$ cat src/rtl/fetch_stage_if.sv
// Fetch-stage bus bundle: instruction-memory port, hazard/redirect/RET controls and the F2D register outputs.
// master = the fetch stage itself, slave = memory plus the surrounding pipeline.
interface fetch_stage_if #(
    parameter int PC_WIDTH    = 32,
    parameter int INSTR_WIDTH = 16
);
    logic [PC_WIDTH-1:0]    imem_addr;
    logic [INSTR_WIDTH-1:0] imem_data;
    logic                   stall;
    logic                   flush;
    logic                   redirect_vld;
    logic [PC_WIDTH-1:0]    redirect_pc;
    logic                   pop_vld;
    logic                   pop_hi;
    logic [15:0]            pop_data;
    logic [INSTR_WIDTH-1:0] f2d_instr;
    logic [PC_WIDTH-1:0]    f2d_pc;
    logic                   f2d_valid;
    logic                   f2d_is_imm;
    logic                   fetch_busy;

    modport master (
        output imem_addr, f2d_instr, f2d_pc, f2d_valid, f2d_is_imm, fetch_busy,
        input  imem_data, stall, flush, redirect_vld, redirect_pc, pop_vld, pop_hi, pop_data
    );

    modport slave (
        input  imem_addr, f2d_instr, f2d_pc, f2d_valid, f2d_is_imm, fetch_busy,
        output imem_data, stall, flush, redirect_vld, redirect_pc, pop_vld, pop_hi, pop_data
    );
endinterface

$ cat src/rtl/fetch_stage.sv
// Instruction fetch with F2D pipeline register: boots the PC from a two-word reset vector,
// then fetches sequentially, honouring redirects, RET pops, flush and stall.
//
// state  | meaning
// VEC_HI | reading reset-vector high half into pc[31:16]
// VEC_LO | reading reset-vector low half into pc[15:0]
// RUN    | normal fetch; redirect > pop > flush > stall > fetch
module fetch_stage #(
    parameter int                     PC_WIDTH       = 32,
    parameter int                     INSTR_WIDTH    = 16,
    parameter logic [PC_WIDTH-1:0]    RESET_VEC_ADDR = '0,
    parameter logic [4:0]             LDM_OPCODE     = 5'h12,
    parameter logic [INSTR_WIDTH-1:0] NOP_INSTR      = '0
) (
    input  logic          clk,
    input  logic          rst,
    fetch_stage_if.master bus
);
    localparam int HALF = PC_WIDTH / 2;
    localparam logic [PC_WIDTH-1:0] RESET_VEC_LO_ADDR = RESET_VEC_ADDR + PC_WIDTH'(1);

    typedef enum logic [1:0] {
        VEC_HI = 2'd0,
        VEC_LO = 2'd1,
        RUN    = 2'd2
    } state_t;

    state_t                 state_q, state_d;
    logic [PC_WIDTH-1:0]    pc_q, pc_d;
    logic                   imm_pending_q, imm_pending_d;
    logic [INSTR_WIDTH-1:0] f2d_instr_q, f2d_instr_d;
    logic [PC_WIDTH-1:0]    f2d_pc_q, f2d_pc_d;
    logic                   f2d_valid_q, f2d_valid_d;
    logic                   f2d_is_imm_q, f2d_is_imm_d;
    logic                   bubble;
    logic                   is_ldm;

    assign is_ldm = (bus.imem_data[INSTR_WIDTH-1 -: 5] == LDM_OPCODE);

    always_comb begin
        state_d        = state_q;
        pc_d           = pc_q;
        imm_pending_d  = imm_pending_q;
        f2d_instr_d    = f2d_instr_q;
        f2d_pc_d       = f2d_pc_q;
        f2d_valid_d    = f2d_valid_q;
        f2d_is_imm_d   = f2d_is_imm_q;
        bubble         = 1'b0;
        bus.imem_addr  = pc_q;
        bus.fetch_busy = 1'b0;

        case (state_q)
            VEC_HI: begin
                bus.imem_addr  = RESET_VEC_ADDR;
                bus.fetch_busy = 1'b1;
                pc_d           = {bus.imem_data, pc_q[HALF-1:0]};
                state_d        = VEC_LO;
                bubble         = 1'b1;
            end
            VEC_LO: begin
                bus.imem_addr  = RESET_VEC_LO_ADDR;
                bus.fetch_busy = 1'b1;
                pc_d           = {pc_q[PC_WIDTH-1:HALF], bus.imem_data};
                state_d        = RUN;
                bubble         = 1'b1;
            end
            RUN: begin
                if (bus.redirect_vld) begin
                    pc_d          = bus.redirect_pc;
                    imm_pending_d = 1'b0;
                    bubble        = 1'b1;
                end else if (bus.pop_vld) begin
                    if (bus.pop_hi) pc_d = {bus.pop_data, pc_q[HALF-1:0]};
                    else            pc_d = {pc_q[PC_WIDTH-1:HALF], bus.pop_data};
                    bubble = 1'b1;
                end else if (bus.flush) begin
                    imm_pending_d = 1'b0;
                    bubble        = 1'b1;
                end else if (!bus.stall) begin
                    f2d_instr_d   = bus.imem_data;
                    f2d_pc_d      = pc_q + PC_WIDTH'(1);
                    f2d_valid_d   = 1'b1;
                    f2d_is_imm_d  = imm_pending_q;
                    pc_d          = pc_q + PC_WIDTH'(1);
                    // an immediate word never arms another immediate, whatever its bits
                    imm_pending_d = !imm_pending_q && is_ldm;
                end
            end
            default: begin
                state_d = VEC_HI;
                bubble  = 1'b1;
            end
        endcase

        if (bubble) begin
            f2d_instr_d  = NOP_INSTR;
            f2d_valid_d  = 1'b0;
            f2d_is_imm_d = 1'b0;
        end
    end

    always_ff @(posedge clk) begin
        if (rst) begin
            state_q       <= VEC_HI;
            pc_q          <= '0;
            imm_pending_q <= 1'b0;
            f2d_instr_q   <= NOP_INSTR;
            f2d_pc_q      <= '0;
            f2d_valid_q   <= 1'b0;
            f2d_is_imm_q  <= 1'b0;
        end else begin
            state_q       <= state_d;
            pc_q          <= pc_d;
            imm_pending_q <= imm_pending_d;
            f2d_instr_q   <= f2d_instr_d;
            f2d_pc_q      <= f2d_pc_d;
            f2d_valid_q   <= f2d_valid_d;
            f2d_is_imm_q  <= f2d_is_imm_d;
        end
    end

    assign bus.f2d_instr  = f2d_instr_q;
    assign bus.f2d_pc     = f2d_pc_q;
    assign bus.f2d_valid  = f2d_valid_q;
    assign bus.f2d_is_imm = f2d_is_imm_q;
endmodule

$ cat src/flat_wrapper.sv
// flat-port wrapper written by rule: the top's interface ports become plain ports
module fetch_stage_flat 
#(
    parameter int                     PC_WIDTH       = 32,
    parameter int                     INSTR_WIDTH    = 16,
    parameter logic [PC_WIDTH-1:0]    RESET_VEC_ADDR = '0,
    parameter logic [4:0]             LDM_OPCODE     = 5'h12,
    parameter logic [INSTR_WIDTH-1:0] NOP_INSTR      = '0
)
  (clk, rst, bus_imem_addr, bus_f2d_instr, bus_f2d_pc, bus_f2d_valid, bus_f2d_is_imm, bus_fetch_busy, bus_imem_data, bus_stall, bus_flush, bus_redirect_vld, bus_redirect_pc, bus_pop_vld, bus_pop_hi, bus_pop_data);
  fetch_stage_if #(.PC_WIDTH(PC_WIDTH), .INSTR_WIDTH(INSTR_WIDTH)) bus_i ();
  input  logic clk;
  input  logic rst;
  output wire logic [$bits(bus_i.imem_addr)-1:0] bus_imem_addr;
  output wire logic [$bits(bus_i.f2d_instr)-1:0] bus_f2d_instr;
  output wire logic [$bits(bus_i.f2d_pc)-1:0] bus_f2d_pc;
  output wire logic [$bits(bus_i.f2d_valid)-1:0] bus_f2d_valid;
  output wire logic [$bits(bus_i.f2d_is_imm)-1:0] bus_f2d_is_imm;
  output wire logic [$bits(bus_i.fetch_busy)-1:0] bus_fetch_busy;
  input wire logic [$bits(bus_i.imem_data)-1:0] bus_imem_data;
  input wire logic [$bits(bus_i.stall)-1:0] bus_stall;
  input wire logic [$bits(bus_i.flush)-1:0] bus_flush;
  input wire logic [$bits(bus_i.redirect_vld)-1:0] bus_redirect_vld;
  input wire logic [$bits(bus_i.redirect_pc)-1:0] bus_redirect_pc;
  input wire logic [$bits(bus_i.pop_vld)-1:0] bus_pop_vld;
  input wire logic [$bits(bus_i.pop_hi)-1:0] bus_pop_hi;
  input wire logic [$bits(bus_i.pop_data)-1:0] bus_pop_data;
  assign bus_imem_addr = bus_i.imem_addr;
  assign bus_f2d_instr = bus_i.f2d_instr;
  assign bus_f2d_pc = bus_i.f2d_pc;
  assign bus_f2d_valid = bus_i.f2d_valid;
  assign bus_f2d_is_imm = bus_i.f2d_is_imm;
  assign bus_fetch_busy = bus_i.fetch_busy;
  assign bus_i.imem_data = bus_imem_data;
  assign bus_i.stall = bus_stall;
  assign bus_i.flush = bus_flush;
  assign bus_i.redirect_vld = bus_redirect_vld;
  assign bus_i.redirect_pc = bus_redirect_pc;
  assign bus_i.pop_vld = bus_pop_vld;
  assign bus_i.pop_hi = bus_pop_hi;
  assign bus_i.pop_data = bus_pop_data;
  fetch_stage #(.PC_WIDTH(PC_WIDTH), .INSTR_WIDTH(INSTR_WIDTH), .RESET_VEC_ADDR(RESET_VEC_ADDR), .LDM_OPCODE(LDM_OPCODE), .NOP_INSTR(NOP_INSTR)) u_core (.clk(clk), .rst(rst), .bus(bus_i));
endmodule
$ cat config.mk
export PLATFORM = sky130hd
export DESIGN_NAME = fetch_stage_flat
export DESIGN_NICKNAME = d
export VERILOG_FILES = /design/src/rtl/fetch_stage_if.sv /design/src/rtl/fetch_stage.sv /design/src/flat_wrapper.sv
export SDC_FILE = /design/constraint.sdc
export NUM_CORES = 1
export LEC_CHECK = 0
export BUFFER_PORTS_ARGS = -buffer_cell sky130_fd_sc_hd__buf_4
export CORE_UTILIZATION = 33
export CTS_BUF_LIST = sky130_fd_sc_hd__clkbuf_8
export DETAILED_ROUTE_END_ITERATION = 10
export HOLD_SLACK_MARGIN = 0.02
export SKIP_LAST_GASP = 1
export SYNTH_ARGS = -nofsm -noshare
export SYNTH_HDL_FRONTEND = slang
export SYNTH_SLANG_ARGS = --single-unit
$ cat constraint.sdc
create_clock -name clk -period 1.9 [get_ports clk]
set_input_delay 0.19 -clock clk [delete_from_list [all_inputs] [get_ports clk]]
set_output_delay 0.19 -clock clk [all_outputs]
set_load 0.05 [all_outputs]
==> flow_metrics.py, run 1 <==
metrics = {
    "timing": {
        "final.setup.tns_ns": -3.478,
        "slew_headroom_pct": 65.72,
        "drv_slew": 0,
        "fin_ws_ns": -0.1358,
        "whs_ns": 0.1012,
        "rsz0062_at_grt": "true",
        "tightest_slew_ns": 0.5122,
        "fmax_mhz": 491.2,
        "setup_viol": 76,
        "finalCritPeriodShare_pct": 107.1,
        "hold_viol": 0,
        "period_needed_ns": 2.036,
        "finalClockSkew_ns": 0.008201,
    },
    "critical_path": {
        "path_buf_inv": 4,
        "cp.required_ns": 2.21,
        "cpMostUsedCell": "buf_6",
        "worstSetupStartpointType": "flop",
        "cp_max_fo": 7,
        "cp.arrival_ns": 2.34,
        "r2r_end": "u_core.pc_q[23]",
        "cp-end-kind": "flop",
        "path_cells": "buf_6 > ha_4 > nor2b_4 > a311o_2 > buf_8 > buf_6 > buf_6 > a21o_1 > a21oi_1",
        "crit_type": "reg -> reg",
        "r2r_start": "u_core.state_q[1]",
        "rr_worst_depth": 9,
        "r2r_slack_ns": -0.14,
        "critical_path.top_delay_family": "compound AO/OA/AOI/OAI gates",
        "slowest_stage": "a311o_2",
        "cp_slowest_stage_delay_ns": 0.48,
    },
    "routing": {
        "initialDrtViolationCount": 513,
        "wl_per_cell_um": 22.20,
        "drc_errors": 0,
        "vias": 6649,
        "vias_per_cell": 5.707,
        "wirelength_mm": 25.86,
        "ant_nets": 0,
        "drt_first_pass_iters": 5,
    },
    "die": {
        "start_util_pct": 34.39,
        "die_h_um": 128.8,
        "dieArea_mm2": 0.01659,
        "core-area_mm2": 0.01543,
        "fp-row-count": 45,
        "die_w_um": 128.8,
        "ios": 154,
    },
    "logic_synthesis": {
        "syn_inst": 678,
        "seq_area_frac_synth_pct": 32.08,
        "syn_nets": 753,
        "async_flop_share_pct": 0,
        "synth_ff_type": "dfxtp_1",
        "synth.top_cells.by_area": "dfxtp_1 (32%), nor2_1 (5.1%), a211oi_1 (4.5%)",
        "synth_seq_cells": 85,
        "yosys_warnings": 0,
        "synth_top_area_share_pct": 32.08,
        "syn_area_mm2": 0.005305,
        "ys_types": 69,
        "yosysTopAreaCell": "dfxtp_1",
        "syn_area_per_cell_um2": 7.825,
        "synth-edff-count": 0,
    },
    "cts": {
        "htree_levels": 3,
        "clockBufferDepth": 2,
        "numClockSinks": 85,
        "numCtsBuffers": 9,
        "ctsRootBufferMaster": "clkbuf_8",
        "cts_tree": "done",
        "clk_latency_ns": 0.38,
        "cts.clk_slew.worst_paths_ns": 0.09,
        "cts.hold.buffers_added": 0,
    },
    "hold_path": {
        "hp-class": "in -> reg",
        "worstHoldPathCells": 3,
        "hp-start": "bus_stall",
        "holdPathEnd": "u_core.bus.f2d_valid",
    },
    "finish": {
        "layout_commonest_cell": "buf_4",
        "drive_above_1_share_pct": 53.83,
        "multi_input_area_mm2": 0.004113,
        "nets": 1024,
        "final_cell_mix": "buf_4 (254), dfxtp_1 (77), nand2_1 (50)",
        "regArea_mm2": 0.001717,
        "layout.cells.non_filler": 1165,
        "synthToLayoutAreaGrowth_pct": 76.60,
        "utilization_pct": 60.73,
        "fillers": 1381,
    },
    "placed_design": {
        "hpwl_mm": 18.47,
        "portBuffers": 153,
        "dp_worst_setup_slack_ns": -0.1866,
        "place_inst": 1106,
        "gp_congestion": 0.9591,
    },
    "outcome": {
        "status": "finished, violations left",
        "violations": "setup timing",
    },
    "flow_run": {
        "cap_violations": 0,
    },
    "pwr": {
        "ir_drop_v": 0.0004337,
        "p_per_area_mw_per_mm2": 699.1,
        "leakagePower_nw": 3.773,
    },
    "global_routing": {
        "grt_pass1_wl_mm": 36.13,
        "grt_max_degree": 29,
        "track_usage_pct": 29.31,
        "antenna_found_initial": 0,
        "gr-total-overflow": 0,
        "grt_pass1_vias": 6204,
    },
}
-- Yosys cell counts (3+ instances only) --
cell type	n
a311oi_1	6
a22o_1	7
xor2_1	13
a221oi_1	3
a222oi_1	4
ha_1	4
nand4_1	10
nor4_1	9
and3_1	6
nand2b_1	3
clkbuf_1	42
o221a_2	15
mux2i_1	9
nor2_1	72
nor3_1	16
nand3_1	18
o31a_1	3
nand2_1	52
o31ai_1	6
o21ai_0	41
or4_1	3
a221o_1	3
nor2b_1	13
a22oi_1	12
xnor2_1	15
or3_1	5
and2_1	32
o22ai_1	4
a31oi_1	13
buf_2	13
dfxtp_1	85
o32ai_1	4
buf_1	4
a211oi_1	32
inv_1	17
o2bb2ai_1	7
and4_1	9
a21oi_1	31
-- cell type report --
cell class | instances | share of cell area [%]
timing repair buffer | 322 | 31.84
clock inverter | 2 | 0.4140
inverter | 17 | 0.7746
tap | 211 | 2.818
sequential | 85 | 18.32
antenna | 1 | 0.02671
clock buffer | 13 | 1.910
multi-input combinational | 514 | 43.90
-- where the power goes --
group	switching (W)	internal [W]	leakage, nW
Combinational	0.00163	0.00142	2.97
Clock	0.000720	0.000751	0.112
Sequential	0.000117	0.00191	0.693
-- per-stage QoR --
step | instance area, um2 | power [W]
floorplan | 5418 | 0.003217
global placement | 7535 | 0.004314
detailed placement | 7535 | 0.004340
CTS | 8473 | 0.006225
global route | 9366 | 0.006768
finish | 9369 | 0.006550
-- how the worst max path moves through the flow --
stage | start | end | cells past startpoint
after floorplan | u_core.state_q[1] | bus_imem_addr[16] | 6
after global placement | u_core.pc_q[0] | u_core.pc_q[28] | 7
after detailed placement | u_core.pc_q[0] | u_core.bus.f2d_pc[22] | 7
after CTS | u_core.state_q[0] | bus_imem_addr[9] | 9
after global routing | u_core.state_q[0] | bus_imem_addr[9] | 9
final | u_core.state_q[1] | u_core.pc_q[23] | 9
-- worst min-delay path, cell delays in order --
cell and delay, ns:
buf_4 0.08, buf_4 0.12, a21oi_2 0.05
-- state kept, by name (all words and copies together), names as in the netlist --
name and flops:
u_core.state_q 2, u_core.bus.f2d_valid 1, u_core.bus.f2d_pc 32, u_core.imm_pending_q 1, u_core.pc_q 32, u_core.bus.f2d_instr 16
u_core.bus.f2d_is_imm 1
-- repair_timing --
action / 4_1_cts / 5_1_grt
pin swaps: 17 / 75
gates resized for setup: 127 / 161
cloned: 3 / 7
setup endpoints to repair: 112 / 113
setup buffers: 17 / 19
-- kinds of logic (layout without fill, tap and decap cells) --
kind of cell	count (synthesis)	in the layout	share of synthesized area, %
xor+xnor	28	28	4.623
mux	10	10	1.910
fa+ha+maj	4	4	0.9434
other cells	0	1	0
compound gates	206	206	27.76
flops	85	85	32.08
buf+inv	79	354	6.061
simple gates	266	266	26.63
-- metal layers --
layer / track usage [%] / vias to the layer above / wire length (um)
met5: 0 / - / 0
met4: 11.35 / 0 / 799
met3: 3.784 / 57 / 1779
met2: 45.44 / 308 / 11920
met1: 41.16 / 3226 / 11360
li1: - / 3058 / -
Power figures use the tool's default switching activity.
==> run 2, diff against run 1 <==
--- a/config.mk
+++ b/config.mk
@@ -5,6 +5,7 @@
 export SDC_FILE = /design/constraint.sdc
 export NUM_CORES = 1
 export LEC_CHECK = 0
+export ABC_AREA = 1
 export BUFFER_PORTS_ARGS = -buffer_cell sky130_fd_sc_hd__buf_4
 export CORE_UTILIZATION = 33
 export CTS_BUF_LIST = sky130_fd_sc_hd__clkbuf_8
==> flow_metrics.py, run 2 <==
metrics = {
    "outcome": {
        "status": "finished, violations left",
        "violations": "setup timing",
    },
    "logic_synthesis": {
        "synthAdderAreaFrac_pct": 0.9421,
        "syn_inst": 842,
        "synth_top_family_by_area": "simple AND/OR/NAND/NOR gates",
        "seq_area_frac_synth_pct": 32.03,
        "synth-edff-count": 0,
        "yosysMostFrequentCell": "nand2_1",
        "synth_common_cells": "nand2_1 (230), inv_1 (96), nor2_1 (94)",
        "synth_ff_type": "dfxtp_1",
        "synth-simple-area-share_pct": 30.99,
        "yosys.area_share.xor_xnor_pct": 2.897,
        "syn_area_per_cell_um2": 6.309,
        "yosys_warnings": 0,
        "synth_compound_area_share_pct": 21.79,
        "syn_area_mm2": 0.005313,
        "muxShareOfSynthArea_pct": 0,
        "ys_types": 36,
        "synth_top_area_share_pct": 32.03,
        "async_flop_share_pct": 0,
        "syn_nets": 917,
        "synth_seq_cells": 85,
        "yosysTopAreaCell": "dfxtp_1",
        "synth.top_cells.by_area": "dfxtp_1 (32%), nand2_1 (16%), a21oi_1 (7.8%)",
    },
    "routing": {
        "drc_errors": 0,
        "vias": 6167,
        "wirelength_mm": 21.10,
        "wl_per_cell_um": 17.04,
        "drt_first_pass_iters": 5,
        "initialDrtViolationCount": 588,
        "ant_nets": 0,
        "vias_per_cell": 4.981,
    },
    "critical_path": {
        "critical_path.top_delay_family": "buffers and inverters",
        "cp_max_fo": 8,
        "cp_slowest_stage_delay_ns": 0.36,
        "path_buf_inv": 3,
        "slowest_stage": "or2_4",
        "path_cells": "buf_4 > ha_4 > or2_4 > buf_12 > nor2_4 > buf_8",
        "cp.required_ns": 1.71,
        "crit_type": "reg -> out",
        "worstSetupStartpointType": "flop",
        "cp.arrival_ns": 1.81,
        "cp-end-kind": "output port",
    },
    "timing": {
        "drv_slew": 0,
        "slew_headroom_pct": 73.96,
        "rsz0062_at_grt": "true",
        "whs_ns": 0.09840,
        "period_needed_ns": 2.002,
        "fmax_mhz": 499.5,
        "finalClockSkew_ns": 0.01482,
        "finalCritPeriodShare_pct": 105.4,
        "fin_ws_ns": -0.1019,
        "final.setup.tns_ns": -2.148,
        "tightest_slew_ns": 0.3866,
        "setup_viol": 30,
        "hold_viol": 0,
    },
    "cts": {
        "numCtsBuffers": 9,
        "clk_latency_ns": 0.38,
        "htree_levels": 3,
        "numClockSinks": 85,
        "cts_tree": "done",
        "clockBufferDepth": 2,
        "ctsRootBufferMaster": "clkbuf_8",
        "cts.clk_slew.worst_paths_ns": 0.08,
    },
    "pwr": {
        "power.switching_w": 0.004590,
        "p_int_w": 0.004796,
        "p_per_area_mw_per_mm2": 1218,
        "clkPwrFrac_pct": 14.2,
        "power_frac_seq_pct": 26.5,
        "ir_drop_v": 0.0005857,
        "power_frac_comb_pct": 59.3,
        "p_sw_share_pct": 48.90,
        "leakagePower_nw": 3.468,
    },
    "die": {
        "start_util_pct": 33.57,
        "die_w_um": 128.9,
        "dieArea_mm2": 0.01661,
        "die_h_um": 128.9,
        "core-area_mm2": 0.01583,
        "fp-row-count": 46,
        "ios": 154,
    },
    "finish": {
        "final_cell_mix": "nand2_1 (230), buf_4 (160), inv_1 (97)",
        "drive_above_1_share_pct": 29.26,
        "fillers": 1675,
        "layout_commonest_cell": "nand2_1",
        "utilization_pct": 48.69,
        "antennaDiodeCount": 0,
        "nets": 1092,
        "final_cell_area_mm2": 0.007706,
        "synthToLayoutAreaGrowth_pct": 45.05,
    },
    "hold_path": {
        "hp-class": "in -> reg",
    },
    "placed_design": {
        "dp_worst_setup_slack_ns": 0.03751,
        "hpwl_mm": 16.18,
        "gp_congestion": 0.9461,
        "portBuffers": 153,
        "postPlaceCellArea_mm2": 0.007067,
    },
    "global_routing": {
        "gr-total-overflow": 0,
        "grt_pass1_vias": 5730,
        "grt_max_degree": 65,
        "grt_pass1_wl_mm": 32.35,
        "track_usage_pct": 26.34,
        "antenna_found_initial": 0,
    },
    "flow_run": {
        "cap_violations": 0,
    },
}
-- run 2: cell count changes after synthesis, moves of 15 or more --
cell,delta
a21oi_1,+52
and2_1,-32
inv_1,+79
o221a_2,-15
o21ai_0,+26
a211oi_1,-30
o21bai_1,+18
nor2_1,+22
clkbuf_1,-20
nand2_1,+178
-- run 2: repair_timing --
item / in CTS / in global routing
buffers inserted: 4 / 8
hold endpoints to repair: 4 / 0
pin swaps: 6 / 11
cloned: 2 / 0
hold buffers: 2 / 0
setup endpoints to repair: 32 / 111
gates resized for setup: 50 / 29
-- run 2: area by class of cell --
| type | instances | area (um2) | area share, % |
|---|---|---|---|
| Clock inverter | 6 | 56.30 | 0.7306 |
| Sequential cell | 85 | 1710 | 22.20 |
| Inverter | 106 | 402.9 | 5.228 |
| Clock buffer | 10 | 137.6 | 1.786 |
| Timing Repair Buffer | 205 | 1822 | 23.64 |
| Tap cell | 216 | 270.3 | 3.507 |
| Multi-Input combinational cell | 610 | 3307 | 42.91 |
-- run 2: path summary, 6_finish.rpt --
check	slack [ns]	start	depth (start not counted)	to
worst max-delay path	-0.10	u_core.state_q[0]	6	bus_imem_addr[16]
worst min register to register	0.45	u_core.bus.f2d_valid	2	u_core.bus.f2d_valid
worst max register to register	0.01	u_core.state_q[0]	9	u_core.pc_q[26]
worst min-delay path	0.1	bus_imem_data[2]	3	u_core.bus.f2d_instr[2]
-- run 2: metal layers --
metal,track usage (%),vias up,wire [um]
met5,0,-,0
met4,8.858,0,538
met3,5.281,28,1776
met2,40.41,287,9338
met1,36.71,2826,9448
li1,-,3026,-
-- run 2: per-stage QoR --
stage / total power [W] / std cells
2_1_floorplan: 0.005634 / 842
3_3_place_gp: 0.007154 / 1206
3_5_place_dp: 0.007168 / 1206
4_1_cts: 0.009072 / 1230
5_1_grt: 0.009943 / 1238
6_report: 0.009385 / 1238
-- run 2: cell families after synthesis --
family,Yosys count
AND/OR/NAND/NOR,383
buffers and inverters,147
adder cells (fa/ha/maj),4
AO/OA/AOI/OAI,208
flip-flops,85
XOR/XNOR,15
-- run 2: power groups by stage --
stage	registers [W]	clock network [W]	logic, W
CTS	0.00246	0.00136	0.00525
floorplan	0.00245	0	0.00318
finish	0.00249	0.00134	0.00556
global route	0.00253	0.00144	0.00597
detailed placement	0.00250	0	0.00467
global placement	0.00250	0	0.00466
-- run 2: tightest hold or removal path: stages --
cell	delay, ns
buf_4	0.12
nand2_1	0.06
a21oi_1	0.06
